[src/rtl/johnson_phase_monitor.sv]
// Decodes a 4-bit Johnson counter code and reports its one-hot phase and index.
// Tracks successor transitions to declare lock, and flags and counts illegal codes and skips.
module johnson_phase_monitor #(
   parameter int unsigned LOCK_CNT = 4
) (
   input  logic       clk,
   input  logic       reset_n,
   input  logic       en,
   input  logic [3:0] q,
   input  logic       clr_err,
   output logic [7:0] phase,
   output logic [2:0] phase_idx,
   output logic       valid,
   output logic       locked,
   output logic       err,
   output logic [7:0] err_cnt
);

   typedef enum logic [1:0] {
      UNLOCKED,
      TRACK,
      LOCKED
   } state_t;

   localparam logic [3:0] LOCK_RUN = 4'(LOCK_CNT);

   state_t     state;
   logic [2:0] prev_idx;
   logic [3:0] run;
   logic [3:0] run_inc;

   logic       legal;
   logic [2:0] idx;
   logic       succ;
   logic       same;
   logic       error_now;

   // NOTE: every combinational output gets a default first so no path leaves it unassigned (no latch).
   always_comb begin
      legal = 1'b1;
      idx   = 3'd0;
      case (q)
         4'b0000: idx = 3'd0;
         4'b0001: idx = 3'd1;
         4'b0011: idx = 3'd2;
         4'b0111: idx = 3'd3;
         4'b1111: idx = 3'd4;
         4'b1110: idx = 3'd5;
         4'b1100: idx = 3'd6;
         4'b1000: idx = 3'd7;
         default: legal = 1'b0;
      endcase
   end

   // 3-bit compare makes 7 -> 0 wrap naturally.
   assign succ      = (idx == 3'(prev_idx + 3'd1));
   assign same      = (idx == prev_idx);
   assign run_inc   = run + 4'd1;
   assign error_now = en && (!legal || (state == LOCKED && !succ && !same));

   // NOTE: sequential state uses non-blocking assignments so all registers update from pre-edge values.
   always_ff @(posedge clk or negedge reset_n) begin
      if (!reset_n) begin
         state     <= UNLOCKED;
         prev_idx  <= 3'd0;
         run       <= 4'd0;
         phase     <= 8'h00;
         phase_idx <= 3'd0;
         valid     <= 1'b0;
         locked    <= 1'b0;
         err       <= 1'b0;
         err_cnt   <= 8'd0;
      end else begin
         err <= error_now;

         // Clear wins over the count, but an error in the same cycle is still counted once.
         if (clr_err)
            err_cnt <= {7'd0, error_now};
         else if (error_now && err_cnt != 8'hff)
            err_cnt <= err_cnt + 8'd1;

         if (en) begin
            if (!legal) begin
               valid  <= 1'b0;
               state  <= UNLOCKED;
               locked <= 1'b0;
               run    <= 4'd0;
            end else begin
               valid     <= 1'b1;
               phase     <= 8'd1 << idx;
               phase_idx <= idx;
               prev_idx  <= idx;
               case (state)
                  UNLOCKED: begin
                     run   <= 4'd0;
                     state <= TRACK;
                  end
                  TRACK: begin
                     if (succ) begin
                        run <= run_inc;
                        if (run_inc == LOCK_RUN) begin
                           state  <= LOCKED;
                           locked <= 1'b1;
                        end
                     end else if (!same) begin
                        run <= 4'd0;
                     end
                  end
                  LOCKED: begin
                     if (!succ && !same) begin
                        run    <= 4'd0;
                        state  <= TRACK;
                        locked <= 1'b0;
                     end
                  end
                  default: begin
                     state  <= UNLOCKED;
                     locked <= 1'b0;
                  end
               endcase
            end
         end
      end
   end

endmodule
[config.mk]
export PLATFORM = sky130hd
export DESIGN_NAME = johnson_phase_monitor
export DESIGN_NICKNAME = d
export VERILOG_FILES = /design/src/rtl/johnson_phase_monitor.sv
export SDC_FILE = /design/constraint.sdc
export NUM_CORES = 1
export LEC_CHECK = 0
export CORE_MARGIN = 1
export CORE_UTILIZATION = 50
export DETAILED_ROUTE_END_ITERATION = 7
export PLACE_DENSITY = 0.75
export SETUP_SLACK_MARGIN = 0.2
export SLEW_MARGIN = 30
export SYNTH_ARGS = -nofsm -noshare
export SYNTH_HDL_FRONTEND = slang
export SYNTH_SLANG_ARGS = --single-unit
[constraint.sdc]
create_clock -name clk -period 4.8 [get_ports clk]
set_clock_uncertainty 0.15 [all_clocks]
set_input_delay 0.96 -clock clk [delete_from_list [all_inputs] [get_ports clk]]
set_output_delay 0.96 -clock clk [all_outputs]
set_load 0.02 [all_outputs]
# == Word level (Yosys, flattened, before mapping) ==
# Cells that the tools add are included.
# word_totals
inputBits,8
regBits,28
output_inout_bits,22
elab_cells,68
# classes
shift,1
muxes,20
reduce_logical,17
n_addsub,3
n_eq_ne,19
# ops
cell,count
one-hot mux 3 bit (7 select lines),1
"equality test 4 bit, second input constant",4
2-to-1 mux 4 bit,4
2-to-1 mux 8 bit,2
one-hot mux 4 bit (3 select lines),1
"adder 8 x 1 -> 8 bit, second input constant",1
"equality test 4 x 3 -> 1 bit, second input constant",2
2-to-1 mux 2 bit,4
"!= test 8 bit, second input constant",1
AND reduction 4 bit,2
OR reduction 8 bit,1
"left shift 1 x 3 -> 8 bit, first input constant",1
equality test 3 bit,2
2-to-1 mux 1 bit,6
"!= test 3 bit, second input constant",2
one-hot mux 2 bit (3 select lines),1
logical AND 1 bit,5
AND reduction 5 bit,1
"adder 4 x 1 -> 4 bit, second input constant",1
"equality test 4 x 1 -> 1 bit, second input constant",1
"equality test 4 x 2 -> 1 bit, second input constant",1
logical NOT 4 bit,1
"!= test 4 x 1 -> 1 bit, second input constant",1
"!= test 4 bit, second input constant",1
other kinds (11),13

# == Longest topological paths before layout ==
# depth
depth_word,11
ltp_mapped,11
ltp_nobuf,9

# == Worst setup path before layout ==
# OpenSTA, ideal clock, no wires.
# synth_timing
path_type,input to register
startpoint,in q[0]
endpoint,reg err_cnt[5]
path_slack_ns,1.748
path_buffers,2
setup_ns,0.128
cell_stages,9
required_time_ns,4.522
arrival_ns,2.774
cell_sequence,clkbuf_1 > or2_1 > a21oi_1 > xnor2_1 > nor3_2 > o31a_1 > buf_6 > nor4_1 > mux2_1
# synth_between
elab_chain_cells,10
word_cells_on_any_way,22
classes_between,eq/ne: 9; mux: 2; reduce/logical: 11
# synth_lines
item,line_no,text
"start, declared",9,"input logic [3:0] q,"
equality test 4 bit (tied with other cells),42,case (q)
one-hot mux 3 bit (7 select lines),42,
equality test 3 bit,56,assign succ = (idx == 3'(prev_idx + 3'd1));
logical NOT 1 bit,59,assign error_now = en && (!legal || (state == LOCKED && !succ && !same));
logical AND 1 bit (2 in series),59,
logical OR 1 bit *,59,
logical AND 1 bit *,59,
logical AND 1 bit *,79,else if (error_now && err_cnt != 8'hff)
nonzero test 2 bit (no source line) *,n/a,
"end signal, assigned",78,"err_cnt <= {7'd0, error_now};"
"end signal, assigned",80,err_cnt <= err_cnt + 8'd1;
"end, declared",16,output logic [7:0] err_cnt
# Every way passes the cells marked *; elsewhere a longest branch is shown, timed or not.
# A chain may end at the register's enable or synchronous reset.

# == Worst setup path after layout ==
# layout_timing
startpoint,in q[3]
endpoint,reg err_cnt[5]
# The elaborated chain is that of the path after synthesis.

==> metrics.cfg <==
[placed_design]
hpwl_mm = 3.03
placed_cell_area_um2 = 2160
gp_congestion = 0.904
port_buffers = 29

[final_layout]
multi_input_area_um2 = 1050
final-seq-area_um2 = 701
areaGrowthSynthToFinish_pct = 19.1
drive_gt1_frac = 0.0664
fill_cells = 304
design_area_um2 = 2210
antenna_cells = 0
num-nets-final = 254

[timing]
rsz0062_at_grt = no
slew-limit-headroom = 0.585
fmax_mhz = 270
finalSetupViolations = 0
post-route-period-util = 0.772
final_max_slew_viol_count = 0
hold_viol = 0
setup_tns_ns = 0
hold-worst-slack_ns = 0.340
period_needed_ns = 3.71
max_slew.worst_pin.slew_ns = 0.621

[flow_run]
drv_cap = 0

[route]
initialDrtViolationCount = 160
wl_mm = 4.25
drc_errors = 0
vias = 1749
antenna_left = 0
drt_first_pass_iters = 4
avgRoutedWirePerCell_um = 14.8
vias_per_cell = 6.09

[floorplan]
die_area_um2 = 3960
rows = 21
die_w_um = 62.9
pin_count = 30
initial_core_util = 0.539
core_um2 = 3440
die_h_um = 62.9

[synthesis]
synthArstFlopShare = 1.00
synth_edf_count = 0
ys_ff_latch = 28
yosysWarnings = 0
syn-cell-area_um2 = 1860
yosys.area.top_type = dfrtp_1
yosysTopAreaCellShare = 0.377
yosys-top-cells-area = dfrtp_1, a21oi_1, nand2_1, o21ai_0, nand3_1
postSynthAreaPerCell_um2 = 8.48
synth_top_flop_cell = dfrtp_1
synth_most_common_cell = dfrtp_1
ys_types = 48
seq_area_frac_synth = 0.377
syn_nets = 231
synthTopCellsByCount = dfrtp_1, nand2_1, a21oi_1, nor2_1, o21ai_0
syn_inst = 219

[clocking]
postCtsSetupBuffers = 0
cts.sinks = 28
htree_num_levels = 1
clk_latency_ns = 0.27
cts_tree = built
cts_root_buf = clkbuf_8
cts_buffers = 3
cts_resized = 0
cts.clk_slew.worst_paths_ns = 0.10
postCtsHoldBufs = 0
clockBufferDepth = 2

[global_route]
grt_pass1_wl_mm = 7.31
grt_max_degree = 24
antenna_found_initial = 0
grt_pass1_vias = 1541
track_usage = 0.229
grt_overflow = 0

[critical_path]
setup.worst_path.end_class = flop
regToRegStartpoint = prev_idx[0]
cp_data_arrival_time_ns = 3.72
critical_path.startpoint = q[3]
crit_type = in -> reg
cp_max_fo = 20
cp.required_ns = 4.81
startpoint_type = input port

[power]
finalPower_mw = 0.610
peakVddDrop_v = 0.000142
cellPowerDensity_nw_per_um2 = 276
leakage_nw = 0.934

[outcome]
status = complete, no violations

[worst_hold_path]
hold_class = reg -> reg
hold_start = valid

==> per-stage QoR <==
stage          instances   util  setup slack [ns]
3_3_place_gp         283  0.628             0.944
2_1_floorplan        219      -              1.75
4_1_cts              287  0.643              1.16
6_report             287  0.643              1.09
3_5_place_dp         283  0.627             0.886
5_1_grt              287  0.643             0.869
==> metal layers <==
metal | vias to the layer above | global-route usage | wire length, um
li1 | 859 | - | -
met1 | 814 | 0.357 | 2150
met2 | 74 | 0.327 | 1860
met3 | 2 | 0.0310 | 227
met4 | 0 | 0.0640 | 14
met5 | - | 0 | 0
==> power by group <==
part	switching, mW	internal [mW]
logic	0.103	0.0808
registers	0.0265	0.253
clock network	0.0729	0.0734
==> cell usage in the layout, fill, tap and decap left out, types with 4 or more instances in the layout <==
master / synthesis / final
o21ai_0: 15 / 15
o31ai_1: 5 / 5
ha_1: 4 / 4
or3_1: 4 / 4
o22ai_1: 6 / 6
and3_1: 4 / 4
inv_1: 9 / 9
xnor2_1: 5 / 5
clkbuf_8: 0 / 4
a32o_1: 5 / 5
nand3_1: 12 / 12
dfrtp_1: 28 / 28
nand2_1: 20 / 20
clkdlybuf4s50_1: 0 / 28
a31oi_1: 5 / 5
nand2b_1: 7 / 7
a21oi_1: 15 / 15
buf_4: 1 / 4
nor2_1: 15 / 15
==> worst max-delay path: stages <==
cell,delay (ns)
clkdlybuf4s50_1,0.87
inv_1,0.30
a21oi_1,0.22
xnor2_1,0.15
nor3_2,0.09
o31a_1,0.41
nor4_1,0.35
mux2_1,0.36
==> final cells by class <==
cell class,instances,share of cell area
inverter,10,0.0170
multi-input combinational,166,0.473
tap,46,0.0260
timing repair buffer,33,0.143
clock buffer,4,0.0249
sequential,28,0.317
==> kinds of logic after synthesis <==
group / after synthesis / synth area share
fa+ha+maj: 4 / 0.0270
flops: 28 / 0.377
compound gates: 76 / 0.282
xor+xnor: 7 / 0.0330
buf+inv: 25 / 0.0593
simple gates: 75 / 0.199
mux: 4 / 0.0229
==> state kept, by name, indices dropped and copies added, names as in the netlist <==
name / cells
err_cnt: 8
phase: 8
run: 4
prev_idx: 3
state: 2
err: 1
locked: 1
valid: 1
==> worst paths after layout <==
| kind | to | slack (ns) | cells past startpoint |
|---|---|---|---|
| setup reg to reg | err_cnt[5] | 1.84 | 8 |
| min in group asynchronous | prev_idx[1] | 0.49 | 1 |
| max in group asynchronous | err_cnt[4] | 3.53 | 2 |
| hold reg to reg | valid | 0.34 | 1 |
| hold / removal | valid | 0.34 | 1 |
| setup / recovery | err_cnt[5] | 1.09 | 8 |
Power figures use the tool's default switching activity.
